File: src/rtl/alu_dispatch_pkg.sv
// Shared types and helpers for the ALU dispatch unit: FSM state encoding and
// extraction of one latency field from the packed per-unit latency vector.
package alu_dispatch_pkg;

  typedef enum logic [1:0] {
    StIdle  = 2'd0,
    StIssue = 2'd1,
    StWait  = 2'd2,
    StDone  = 2'd3
  } disp_state_t;

  localparam int unsigned DEFAULT_LAT_W = 3;

  // Wide enough for any NUM_UNITS * LAT_W the dispatch unit is built with.
  localparam int unsigned LatVecW = 256;
  typedef logic [LatVecW-1:0] lat_vec_t;

  function automatic int unsigned lat_of(input lat_vec_t    unit_lat,
                                         input int unsigned sel,
                                         input int unsigned lat_w = DEFAULT_LAT_W);
    lat_vec_t mask;
    mask = (lat_vec_t'(1) << lat_w) - lat_vec_t'(1);
    return 32'((unit_lat >> (sel * lat_w)) & mask);
  endfunction

endpackage

File: src/rtl/alu_dispatch_unit_if.sv
// Operation/result handshake bundle between the operand stage, the dispatch
// unit and the result consumer.
interface alu_dispatch_unit_if #(
  parameter int unsigned NUM_UNITS = 4,
  parameter int unsigned SEL_W     = $clog2(NUM_UNITS)
);
  logic                 Op_Valid;
  logic                 Op_Ready;
  logic [SEL_W-1:0]     ALU_FUN_SEL;
  logic [NUM_UNITS-1:0] Unit_Enable;
  logic                 Result_Valid;
  logic                 Result_Ready;
  logic [SEL_W-1:0]     Result_Sel;
  logic                 Illegal_Sel;
  logic                 Err_Clr;
  logic                 Busy;

  modport master (
    output Op_Valid, ALU_FUN_SEL, Result_Ready, Err_Clr,
    input  Op_Ready, Unit_Enable, Result_Valid, Result_Sel, Illegal_Sel, Busy
  );

  modport slave (
    input  Op_Valid, ALU_FUN_SEL, Result_Ready, Err_Clr,
    output Op_Ready, Unit_Enable, Result_Valid, Result_Sel, Illegal_Sel, Busy
  );
endinterface

File: src/rtl/onehot_decoder.sv
// Combinational select-to-one-hot decoder; legal is low for selects that do
// not address an existing unit, in which case onehot is all zero.
module onehot_decoder #(
  parameter int unsigned NUM_UNITS = 4,
  parameter int unsigned SEL_W     = $clog2(NUM_UNITS)
) (
  input  logic [SEL_W-1:0]     sel,
  output logic [NUM_UNITS-1:0] onehot,
  output logic                 legal
);

  always_comb begin
    onehot = '0;
    legal  = (32'(sel) < NUM_UNITS);
    for (int unsigned i = 0; i < NUM_UNITS; i++) begin
      onehot[i] = (32'(sel) == i);
    end
  end

endmodule

File: src/rtl/alu_dispatch_unit.sv
// Registered ALU dispatch: accepts one op at a time, pulses (or holds) a
// one-hot unit enable and raises Result_Valid once the unit's latency expires.
module alu_dispatch_unit
  import alu_dispatch_pkg::*;
#(
  parameter int unsigned                 NUM_UNITS = 4,
  parameter int unsigned                 SEL_W     = $clog2(NUM_UNITS),
  parameter int unsigned                 LAT_W     = DEFAULT_LAT_W,
  parameter logic [NUM_UNITS*LAT_W-1:0]  UNIT_LAT  = {3'd4, 3'd3, 3'd2, 3'd1},
  parameter bit                          HOLD_EN   = 1'b0
) (
  input logic               CLK,
  input logic               RST,
  alu_dispatch_unit_if.slave bus
);

  localparam logic [LAT_W-1:0] CntOne = LAT_W'(1);

  disp_state_t          state_q, state_d;
  logic [LAT_W-1:0]     cnt_q, cnt_d;
  logic [SEL_W-1:0]     sel_q, sel_d;
  logic [NUM_UNITS-1:0] en_q, en_d;
  logic                 ill_q, ill_d;

  logic [NUM_UNITS-1:0] dec_onehot;
  logic                 dec_legal;
  logic [LAT_W-1:0]     sel_lat;
  logic                 op_ready;
  logic                 accept;
  logic                 load;

  onehot_decoder #(
    .NUM_UNITS (NUM_UNITS),
    .SEL_W     (SEL_W)
  ) u_dec (
    .sel    (bus.ALU_FUN_SEL),
    .onehot (dec_onehot),
    .legal  (dec_legal)
  );

  always_comb begin
    sel_lat = LAT_W'(lat_of(lat_vec_t'(UNIT_LAT), 32'(bus.ALU_FUN_SEL), LAT_W));
  end

  always_comb begin
    op_ready = (state_q == StIdle) || ((state_q == StDone) && bus.Result_Ready);
    accept   = bus.Op_Valid && op_ready;
  end

  // ISSUE already counts as one latency cycle, so the result is due L cycles
  // after acceptance (never sooner than 2).
  always_comb begin
    state_d = state_q;
    cnt_d   = cnt_q;
    sel_d   = sel_q;
    en_d    = HOLD_EN ? en_q : '0;
    ill_d   = ill_q;
    load    = 1'b0;

    if (bus.Err_Clr) begin
      ill_d = 1'b0;
    end
    if (accept && !dec_legal) begin
      ill_d = 1'b1;
    end

    case (state_q)
      StIdle: begin
        if (accept && dec_legal) begin
          load = 1'b1;
        end
      end
      StIssue: begin
        cnt_d   = (cnt_q == '0) ? '0 : cnt_q - CntOne;
        state_d = (cnt_q <= CntOne) ? StDone : StWait;
      end
      StWait: begin
        cnt_d = cnt_q - CntOne;
        if (cnt_q == CntOne) begin
          state_d = StDone;
        end
      end
      StDone: begin
        if (bus.Result_Ready) begin
          state_d = StIdle;
          en_d    = '0;
          if (accept && dec_legal) begin
            load = 1'b1;
          end
        end
      end
      default: begin
        state_d = StIdle;
        en_d    = '0;
      end
    endcase

    if (load) begin
      state_d = StIssue;
      sel_d   = bus.ALU_FUN_SEL;
      cnt_d   = sel_lat - CntOne;
      en_d    = dec_onehot;
    end
  end

  always_ff @(posedge CLK or posedge RST) begin
    if (RST) begin
      state_q <= StIdle;
      cnt_q   <= '0;
      sel_q   <= '0;
      en_q    <= '0;
      ill_q   <= 1'b0;
    end else begin
      state_q <= state_d;
      cnt_q   <= cnt_d;
      sel_q   <= sel_d;
      en_q    <= en_d;
      ill_q   <= ill_d;
    end
  end

  assign bus.Op_Ready     = op_ready;
  assign bus.Unit_Enable  = en_q;
  assign bus.Result_Valid = (state_q == StDone);
  assign bus.Result_Sel   = sel_q;
  assign bus.Illegal_Sel  = ill_q;
  assign bus.Busy         = (state_q != StIdle);

endmodule

File: src/flat_wrapper.sv
// flat-port wrapper written by rule: the top's interface ports become plain ports
module alu_dispatch_unit_flat import alu_dispatch_pkg::*;
#(
  parameter int unsigned                 NUM_UNITS = 4,
  parameter int unsigned                 SEL_W     = $clog2(NUM_UNITS),
  parameter int unsigned                 LAT_W     = DEFAULT_LAT_W,
  parameter logic [NUM_UNITS*LAT_W-1:0]  UNIT_LAT  = {3'd4, 3'd3, 3'd2, 3'd1},
  parameter bit                          HOLD_EN   = 1'b0
)
  (CLK, RST, bus_Op_Valid, bus_ALU_FUN_SEL, bus_Result_Ready, bus_Err_Clr, bus_Op_Ready, bus_Unit_Enable, bus_Result_Valid, bus_Result_Sel, bus_Illegal_Sel, bus_Busy);
  alu_dispatch_unit_if #(.NUM_UNITS(NUM_UNITS), .SEL_W(SEL_W)) bus_i ();
  input logic CLK;
  input logic RST;
  input wire logic [$bits(bus_i.Op_Valid)-1:0] bus_Op_Valid;
  input wire logic [$bits(bus_i.ALU_FUN_SEL)-1:0] bus_ALU_FUN_SEL;
  input wire logic [$bits(bus_i.Result_Ready)-1:0] bus_Result_Ready;
  input wire logic [$bits(bus_i.Err_Clr)-1:0] bus_Err_Clr;
  output wire logic [$bits(bus_i.Op_Ready)-1:0] bus_Op_Ready;
  output wire logic [$bits(bus_i.Unit_Enable)-1:0] bus_Unit_Enable;
  output wire logic [$bits(bus_i.Result_Valid)-1:0] bus_Result_Valid;
  output wire logic [$bits(bus_i.Result_Sel)-1:0] bus_Result_Sel;
  output wire logic [$bits(bus_i.Illegal_Sel)-1:0] bus_Illegal_Sel;
  output wire logic [$bits(bus_i.Busy)-1:0] bus_Busy;
  assign bus_i.Op_Valid = bus_Op_Valid;
  assign bus_i.ALU_FUN_SEL = bus_ALU_FUN_SEL;
  assign bus_i.Result_Ready = bus_Result_Ready;
  assign bus_i.Err_Clr = bus_Err_Clr;
  assign bus_Op_Ready = bus_i.Op_Ready;
  assign bus_Unit_Enable = bus_i.Unit_Enable;
  assign bus_Result_Valid = bus_i.Result_Valid;
  assign bus_Result_Sel = bus_i.Result_Sel;
  assign bus_Illegal_Sel = bus_i.Illegal_Sel;
  assign bus_Busy = bus_i.Busy;
  alu_dispatch_unit #(.NUM_UNITS(NUM_UNITS), .SEL_W(SEL_W), .LAT_W(LAT_W), .UNIT_LAT(UNIT_LAT), .HOLD_EN(HOLD_EN)) u_core (.CLK(CLK), .RST(RST), .bus(bus_i));
endmodule
File: config.mk
export PLATFORM = sky130hd
export DESIGN_NAME = alu_dispatch_unit_flat
export DESIGN_NICKNAME = d
export VERILOG_FILES = /design/src/rtl/alu_dispatch_pkg.sv /design/src/rtl/alu_dispatch_unit_if.sv /design/src/rtl/onehot_decoder.sv /design/src/rtl/alu_dispatch_unit.sv /design/src/flat_wrapper.sv
export SDC_FILE = /design/constraint.sdc
export NUM_CORES = 1
export LEC_CHECK = 0
export ABC_AREA = 1
export CAP_MARGIN = 20
export CORE_MARGIN = 10
export CORE_UTILIZATION = 25
export CTS_BUF_LIST = sky130_fd_sc_hd__clkbuf_16
export DETAILED_ROUTE_END_ITERATION = 6
export SLEW_MARGIN = 10
export SYNTH_ARGS = -nofsm -noshare
export SYNTH_HDL_FRONTEND = slang
export SYNTH_SLANG_ARGS = --single-unit
File: constraint.sdc
create_clock -name CLK -period 3.5 [get_ports CLK]
set_input_delay 0.7 -clock CLK [delete_from_list [all_inputs] [get_ports CLK]]
set_output_delay 0.7 -clock CLK [all_outputs]
set_load 0.03 [all_outputs]
Word level (Yosys, flattened, before mapping)
Cells that the tools add are included.
- word-level logic and storage cells: 40
- bits in registers: 11
- input bits: 7
- output and inout bits: 10
- equal/unequal tests: 9
- $lt $le $gt $ge: 1
- multiply operators: 1
- reductions and logical operators: 10
- shifts and indexed selects: 1
- add/subtract/negate cells: 2
- multiplexer cells: 12
- operators with widths (cell ; count):
    >> shifter 12 x 4 -> 3 bit (first input constant) ; 1
    == test 2 bit (second input constant) ; 4
    2-to-1 mux 2 bit ; 3
    2-to-1 mux 3 bit ; 2
    one-hot mux 2 bit (3 select lines) ; 1
    one-hot mux 3 bit (2 select lines) ; 1
    subtractor 3 x 1 -> 3 bit (second input constant) ; 2
    == test 2 x 1 -> 1 bit (second input constant) ; 2
    logical NOT 2 bit ; 2
    multiplier 2 x 2 -> 4 bit (second input constant) ; 1
    2-to-1 mux 4 bit ; 1
    nonzero test 4 bit ; 1
    == test 3 x 1 -> 1 bit (second input constant) ; 1
    less-or-equal comparator 3 x 1 -> 1 bit (second input constant) ; 1
    logical NOT 3 bit ; 1
    2-to-1 mux 1 bit ; 3
    != test 3 x 1 -> 1 bit (second input constant) ; 1
    != test 3 x 2 -> 1 bit (second input constant) ; 1
    AND reduction 3 bit ; 1
    nonzero test 3 bit ; 1
    logical AND 1 bit ; 2
    one-hot mux 1 bit (2 select lines) ; 1
    nonzero test 2 bit ; 1
    logical OR 1 bit ; 1

Depth between registers and ports, before layout
Gate-level depths: netlist of run 1.
- depth in word-level cells: 9
- depth in mapped cells: 9
- mapped depth without buffers: 9

Modules after synthesis
A second synthesis of run 1 with hierarchy kept.
- cells, all modules: 112
- area, all modules: 865.8 sq um
- by module, submodules not included (module ; cells each ; times used ; area an instance (sq um) ; sequential area each (sq um)):
    alu_dispatch_unit ; 103 ; 1 ; 828.3 ; 300.3
    onehot_decoder ; 9 ; 1 ; 37.5 ; 0.0

Worst setup path after synthesis of run 1
Ideal clock, no wire load.
- path type: register to output
- start: register u_core.state_q[0]
- end: output bus_Op_Ready
- slack: 1.727 ns
- path buffers: 0
- arrival time: 1.073 ns
- required time: 2.800 ns
- cell stages (with the launch flop): 4
- cells stage by stage: dfrtp_1 > ha_1 > nand2_1 > nand2_2
- cells in the longest elaborated chain, start to end: 3
- elaborated cells between the ends (all ways): 4
- those cells by class: eq/ne: 1; reduce/logical: 3
- RTL lines (what ; line ; source):
    start: declaration ; alu_dispatch_unit.sv:19 ; disp_state_t state_q, state_d;
    start signal: assignment ; alu_dispatch_unit.sv:108 ; state_q <= StIdle;
    start signal: assignment ; alu_dispatch_unit.sv:114 ; state_q <= state_d;
    == test 2 bit ; - ;
    net bus_Result_Valid ; flat_wrapper.sv:20 ; output wire logic [$bits(bus_i.Result_Valid)-1:0] bus_Result_Valid;
    logical AND 1 bit ; alu_dispatch_unit.sv:46 ; op_ready = (state_q == StIdle) || ((state_q == StDone) && bus.Result_Ready);
    logical OR 1 bit ; alu_dispatch_unit.sv:46 ;
    end: declaration ; flat_wrapper.sv:18 ; output wire logic [$bits(bus_i.Op_Ready)-1:0] bus_Op_Ready;
The timed path passes the listed nets, and every way through them passes these cells.

Worst setup path in the final report of run 1
- start: input bus_Result_Ready
- end: output bus_Op_Ready
- cells in the longest elaborated chain, start to end: 2
- RTL lines (what ; line ; source):
    start: declaration ; flat_wrapper.sv:16 ; input wire logic [$bits(bus_i.Result_Ready)-1:0] bus_Result_Ready;
    logical AND 1 bit ; alu_dispatch_unit.sv:46 ;
    logical OR 1 bit ; alu_dispatch_unit.sv:46 ;
Every way passes these cells.

==> impl_metrics.tcl, run 1 <==
set metrics [dict create \
    synth.distinct_cells 17 \
    worst_setup_path_end_kind "output pin" \
    areaGrowthSynthToFinish_pct 32.4 \
    grt_pass1_wl_mm 2.54 \
    crit_family "buffers and inverters" \
    dp_hpwl_mm 1.11 \
    cts_setup_buffers 0 \
    post-place-ws_ns 0.792 \
    yosysWarnings 0 \
    synthSimpleGateAreaFrac 0.243 \
    rsz0062_at_grt "false" \
    synth_area_sq_um 741 \
    synthCells 93 \
    ir_drop_v 0.000379 \
    final.setup.tns_ns 0 \
    yosysTopAreaCell "dfrtp_1" \
    wl_per_cell_um 10.1 \
    synth_nets 112 \
    clockBufferDepth 2 \
    cts_hold_buffers 0 \
    io_pins 17 \
    ys_seq_area_frac 0.372 \
    crit_type "in2out" \
    worstHoldPathCells 2 \
    post-route-period-util 0.772 \
    arrival_ns 2.00 \
    die_area_sq_mm 0.00554 \
    slew_violations 0 \
    syn_area_per_cell_sq_um 7.96 \
    crit_fanout 2 \
    setup_viol 0 \
    final_cells 140 \
    diodes 0 \
    die_w_um 74.4 \
    clkLatencyLatePin_ns 0.24 \
    whs_endpoint "u_core.bus.Result_Sel[0]$_DFFE_PP0P_" \
    grt_overflow 0 \
    grt_max_degree 16 \
    cpPeakStageDelay_ns 0.68 \
    crit_required_ns 2.80 \
    worstHoldPathType "reg2reg" \
    synth_xor_area_frac 0.0118 \
    synth_top_family_by_area "simple AND/OR/NAND/NOR gates" \
    post_cts_resized 0 \
    track_usage 0.0585 \
    hold_viol 0 \
    critPathBufInv 2 \
    start_kind "primary input" \
    die_y_um 74.4 \
    gp_congestion 0.836 \
    drt-pass1-iter-count 4 \
    synthMuxAreaShare 0 \
    path_clk_slew_ns 0.04 \
    min_from "u_core.bus.Result_Sel[0]$_DFFE_PP0P_" \
    yosys-top-cells-area "dfrtp_1 (37%), ha_1 (20%), nand2_1 (11%)" \
    synth-adder-area-share 0.203 \
    fin_ws_ns 0.799 \
    drc 0 \
    worst-r2r-setup-slack_ns 1.95 \
    finalPower_mw 0.920 \
    synth_top_area_share 0.372 \
    core-area_sq_mm 0.00281 \
    final_cell_mix "nand2_1 (21), inv_1 (19), clkdlybuf4s50_1 (14), ha_1 (12), dfrtp_1 (11)" \
    cts_tree "done" \
    cts-root-buf "clkbuf_16" \
    numCtsBuffers 3 \
    viasPerCell 4.16 \
    timing.rr.start "u_core.state_q[0]$_DFFE_PP0P_" \
    post-route-util 0.350 \
    fin_crit_ns 2.70 \
    synth_compound_area_frac 0.0389 \
    dp.cells 136 \
    rows 19 \
    p_leak_nw 0.541 \
    grt_pass1_vias 612 \
    antenna_found_initial 0 \
    drive_above_1_share 0.0917 \
    drv_cap 0 \
    vias 583 \
    htree_levels 1 \
    layout.nets 129 \
    layout_commonest_cell "nand2_1" \
    cts.sinks 11 \
    path_cells "clkdlybuf4s50_1, nand2_1, nand2_2, clkdlybuf4s50_1" \
    initialDrtViolationCount 24 \
    status "completed" \
    ys_ff_latch 11 \
    drtAntennaViolNets 0 \
    io_buffers 14 \
    fmax_mhz 370 \
    crit_slowest_cell "clkdlybuf4s50_1" \
    crit_top_cell "clkdlybuf4s50_1" \
    routed_wl_mm 1.41 \
    r2r-end "u_core.cnt_q[0]$_DFFE_PP0P_" \
    powerDensity_mw_per_mm2 938 \
    initial_core_util 0.264 \
    r2r_cells 8 \
    clock_skew_ns 0.00410 \
]
==> kinds of logic (layout without fill, tap and decap cells) <==
family,Yosys count,in the layout
compound gates,4,4
buf+inv,22,38
other cells,1,1
fa+ha+maj,12,12
flops,11,11
simple gates,42,42
xor+xnor,1,1
==> per-layer routing <==
metal  track usage  wire (um)  vias to the layer above
met1        0.0571        639                      257
met5             0          0                        -
met3        0.0332        149                        4
li1              -          -                      307
met4        0.0315         26                        0
met2        0.0970        595                       15
==> synth_stat cells, drive strengths merged <==
library cell	n
nand2	23
inv	20
o22ai	1
buf	2
dfrtp	11
conb	1
ha	12
o21ai	3
nand3	8
xor2	1
nor2	11
==> flip-flops by register name, indices dropped and copies added, names as in the netlist <==
register	count
u_core.state_q	2
u_core.cnt_q	3
u_core.bus.Result_Sel	2
u_core.bus.Unit_Enable	4
==> final cells by class <==
type / count / area (sq um)
Multi-Input combinational cell: 60 / 372
Sequential cell: 11 / 275
Tap cell: 31 / 38.8
Clock buffer: 3 / 75.1
Timing Repair Buffer: 14 / 140
Fill cell: 308 / 1820
Clock inverter: 1 / 5.00
Inverter: 20 / 75.1
==> how the worst max path moves through the flow <==
stage / slack (ns) / end / start / depth (start not counted)
final: 0.80 / bus_Op_Ready / bus_Result_Ready / 4
after CTS: 0.79 / bus_Op_Ready / bus_Result_Ready / 4
after global routing: 0.74 / bus_Op_Ready / bus_Result_Ready / 4
after floorplan: 1.73 / bus_Op_Ready / u_core.state_q[0]$_DFFE_PP0P_ / 3
after global placement: 0.80 / bus_Op_Ready / bus_Result_Ready / 4
after detailed placement: 0.79 / bus_Op_Ready / bus_Result_Ready / 4
==> tightest hold or removal path: cells and delay by family, from the launching register on <==
kind,cells,cell delay [ns]
flops,1,0.34
simple gates,1,0.07
compound gates,1,0.05
==> power by group <==
| part | switching [mW] | total, mW | internal (mW) |
|---|---|---|---|
| Clock | 0.0572 | 0.208 | 0.151 |
| Sequential | 0.0335 | 0.210 | 0.177 |
| Combinational | 0.308 | 0.502 | 0.194 |
==> through the flow <==
stage	hold WS, ns	area (sq um)
after global placement	0.471	901
after global routing	0.523	981
after floorplan	0.492	741
final	0.488	981
after detailed placement	0.471	901
after CTS	0.497	981
No activity file was read; power rests on OpenSTA's default activity.
==> run 2, diff against run 1 <==
clock period = 2.62 ns   (was 3.5 ns; I/O delays follow)
==> impl_metrics.tcl, run 2 (synthesis results as in run 1) <==
set metrics [dict create \
    r2r-end "u_core.cnt_q[0]$_DFFE_PP0P_" \
    timing.rr.start "u_core.state_q[0]$_DFFE_PP0P_" \
    post-route-util 0.349 \
    crit_type "in2out" \
    wl_per_cell_um 10.3 \
    drtAntennaViolNets 0 \
    cts_hold_buffers 0 \
    cts_setup_buffers 0 \
    largest_register_ffs 4 \
    wirelength_met1_um 661 \
    numCtsBuffers 3 \
    io_pins 17 \
    final_cell_mix "nand2_1 (21), inv_1 (20), clkdlybuf4s50_1 (14), ha_1 (12), dfrtp_1 (11)" \
    rsz0062_at_grt "false" \
    routed_wl_mm 1.44 \
    worstHoldPathType "reg2reg" \
    critical_path.startpoint "bus_Result_Ready" \
    path_clk_slew_ns 0.04 \
    grt_overflow 0 \
    fin_crit_ns 2.36 \
    antenna_found_initial 0 \
    finalPower_mw 1.23 \
    drv_cap 0 \
    track_usage 0.0623 \
    grt_pass1_vias 694 \
    gp_congestion 0.820 \
    fin_area_sq_um 980 \
    io_buffers 14 \
    grt_max_degree 16 \
    whs_ns 0.483 \
    htree_levels 1 \
    cts.sinks 11 \
    met3_length_um 129 \
    slew_violations 0 \
    status "completed" \
    post-route-period-util 0.900 \
    initialDrtViolationCount 27 \
    p_leak_nw 0.543 \
    rows 19 \
    die_y_um 74.4 \
    r2r_cells 8 \
    initial_core_util 0.264 \
    fillers 300 \
    areaGrowthSynthToFinish_pct 32.3 \
    crit_path_end "bus_Op_Ready" \
    grt_pass1_wl_mm 2.78 \
    vias 579 \
    die_area_sq_mm 0.00554 \
    placed_area_sq_um 901 \
    setup_viol 0 \
    final.setup.tns_ns 0 \
    clock_skew_ns 0.00121 \
    worst_setup_path_end_kind "output pin" \
    start_kind "primary input" \
    arrival_ns 1.83 \
    worst-r2r-setup-slack_ns 1.07 \
    clockBufferDepth 2 \
    dp_hpwl_mm 1.17 \
    drt-pass1-iter-count 4 \
    die_w_um 74.4 \
    top_layer "met3" \
    crit_required_ns 2.10 \
    ir_drop_v 0.000513 \
    drc 0 \
    fmax_mhz 424 \
    wl_met2_um 648 \
    powerDensity_mw_per_mm2 1250 \
    post_cts_resized 0 \
    hold_viol 0 \
    layout_commonest_cell "nand2_1" \
    drive_above_1_share 0.0826 \
    core-area_sq_mm 0.00281 \
    cts_tree "done" \
    clkLatencyLatePin_ns 0.23 \
    layout.nets 129 \
    viasPerCell 4.14 \
    cts-root-buf "clkbuf_16" \
    diodes 0 \
    crit_fanout 2 \
]
## run 2: worst max-delay path, cell delays in order
cell and delay [ns]:
clkdlybuf4s50_1 0.48, nand2_1 0.07, nand2_2 0.08, clkdlybuf4s50_1 0.68
## run 2: where the power goes
group / internal, mW / switching, mW / total, mW
Clock: 0.200 / 0.0705 / 0.270
Sequential: 0.236 / 0.0460 / 0.282
Combinational: 0.259 / 0.417 / 0.676
Total: 0.696 / 0.533 / 1.23
## run 2: per-stage QoR
stage	cells	worst slack, ns
after floorplan	93	1.02
after global placement	136	0.271
after CTS	140	0.248
final	140	0.261
after global routing	140	0.199
after detailed placement	136	0.254
## run 2: worst min-delay path by stage
stage               cells past startpoint  slack (ns)                                    to                                  from
floorplan                               1        0.38  u_core.bus.Result_Sel[0]$_DFFE_PP0P_                                   RST
global placement                        2        0.47  u_core.bus.Result_Sel[0]$_DFFE_PP0P_  u_core.bus.Result_Sel[0]$_DFFE_PP0P_
detailed placement                      2        0.48  u_core.bus.Result_Sel[0]$_DFFE_PP0P_  u_core.bus.Result_Sel[0]$_DFFE_PP0P_
CTS                                     2        0.49  u_core.bus.Result_Sel[0]$_DFFE_PP0P_  u_core.bus.Result_Sel[0]$_DFFE_PP0P_
global route                            2        0.52  u_core.bus.Result_Sel[0]$_DFFE_PP0P_  u_core.bus.Result_Sel[0]$_DFFE_PP0P_
finish                                  2        0.48  u_core.bus.Result_Sel[0]$_DFFE_PP0P_  u_core.bus.Result_Sel[0]$_DFFE_PP0P_
## run 2: area by class of cell
cell class / count / area [sq um] / share of cell area
Timing Repair Buffer: 14 / 140 / 0.143
Inverter: 20 / 75.1 / 0.0766
Sequential cell: 11 / 275 / 0.281
Clock inverter: 1 / 3.75 / 0.00383
Tap cell: 31 / 38.8 / 0.0396
Multi-Input combinational cell: 60 / 372 / 0.379
Clock buffer: 3 / 75.1 / 0.0766
## run 2: layer usage
| layer | track usage | up-vias |
|---|---|---|
| met1 | 0.0647 | 259 |
| li1 | - | 307 |
| met2 | 0.101 | 13 |
| met4 | 0.0315 | 0 |
| met3 | 0.0332 | 0 |
| met5 | 0 | - |
==> run 3, diff against run 2 <==
HOLD_SLACK_MARGIN = 0.05   (was default)
==> results of run 3 <==
No change in the layout: final DEF, timing and power equal those of run 2.
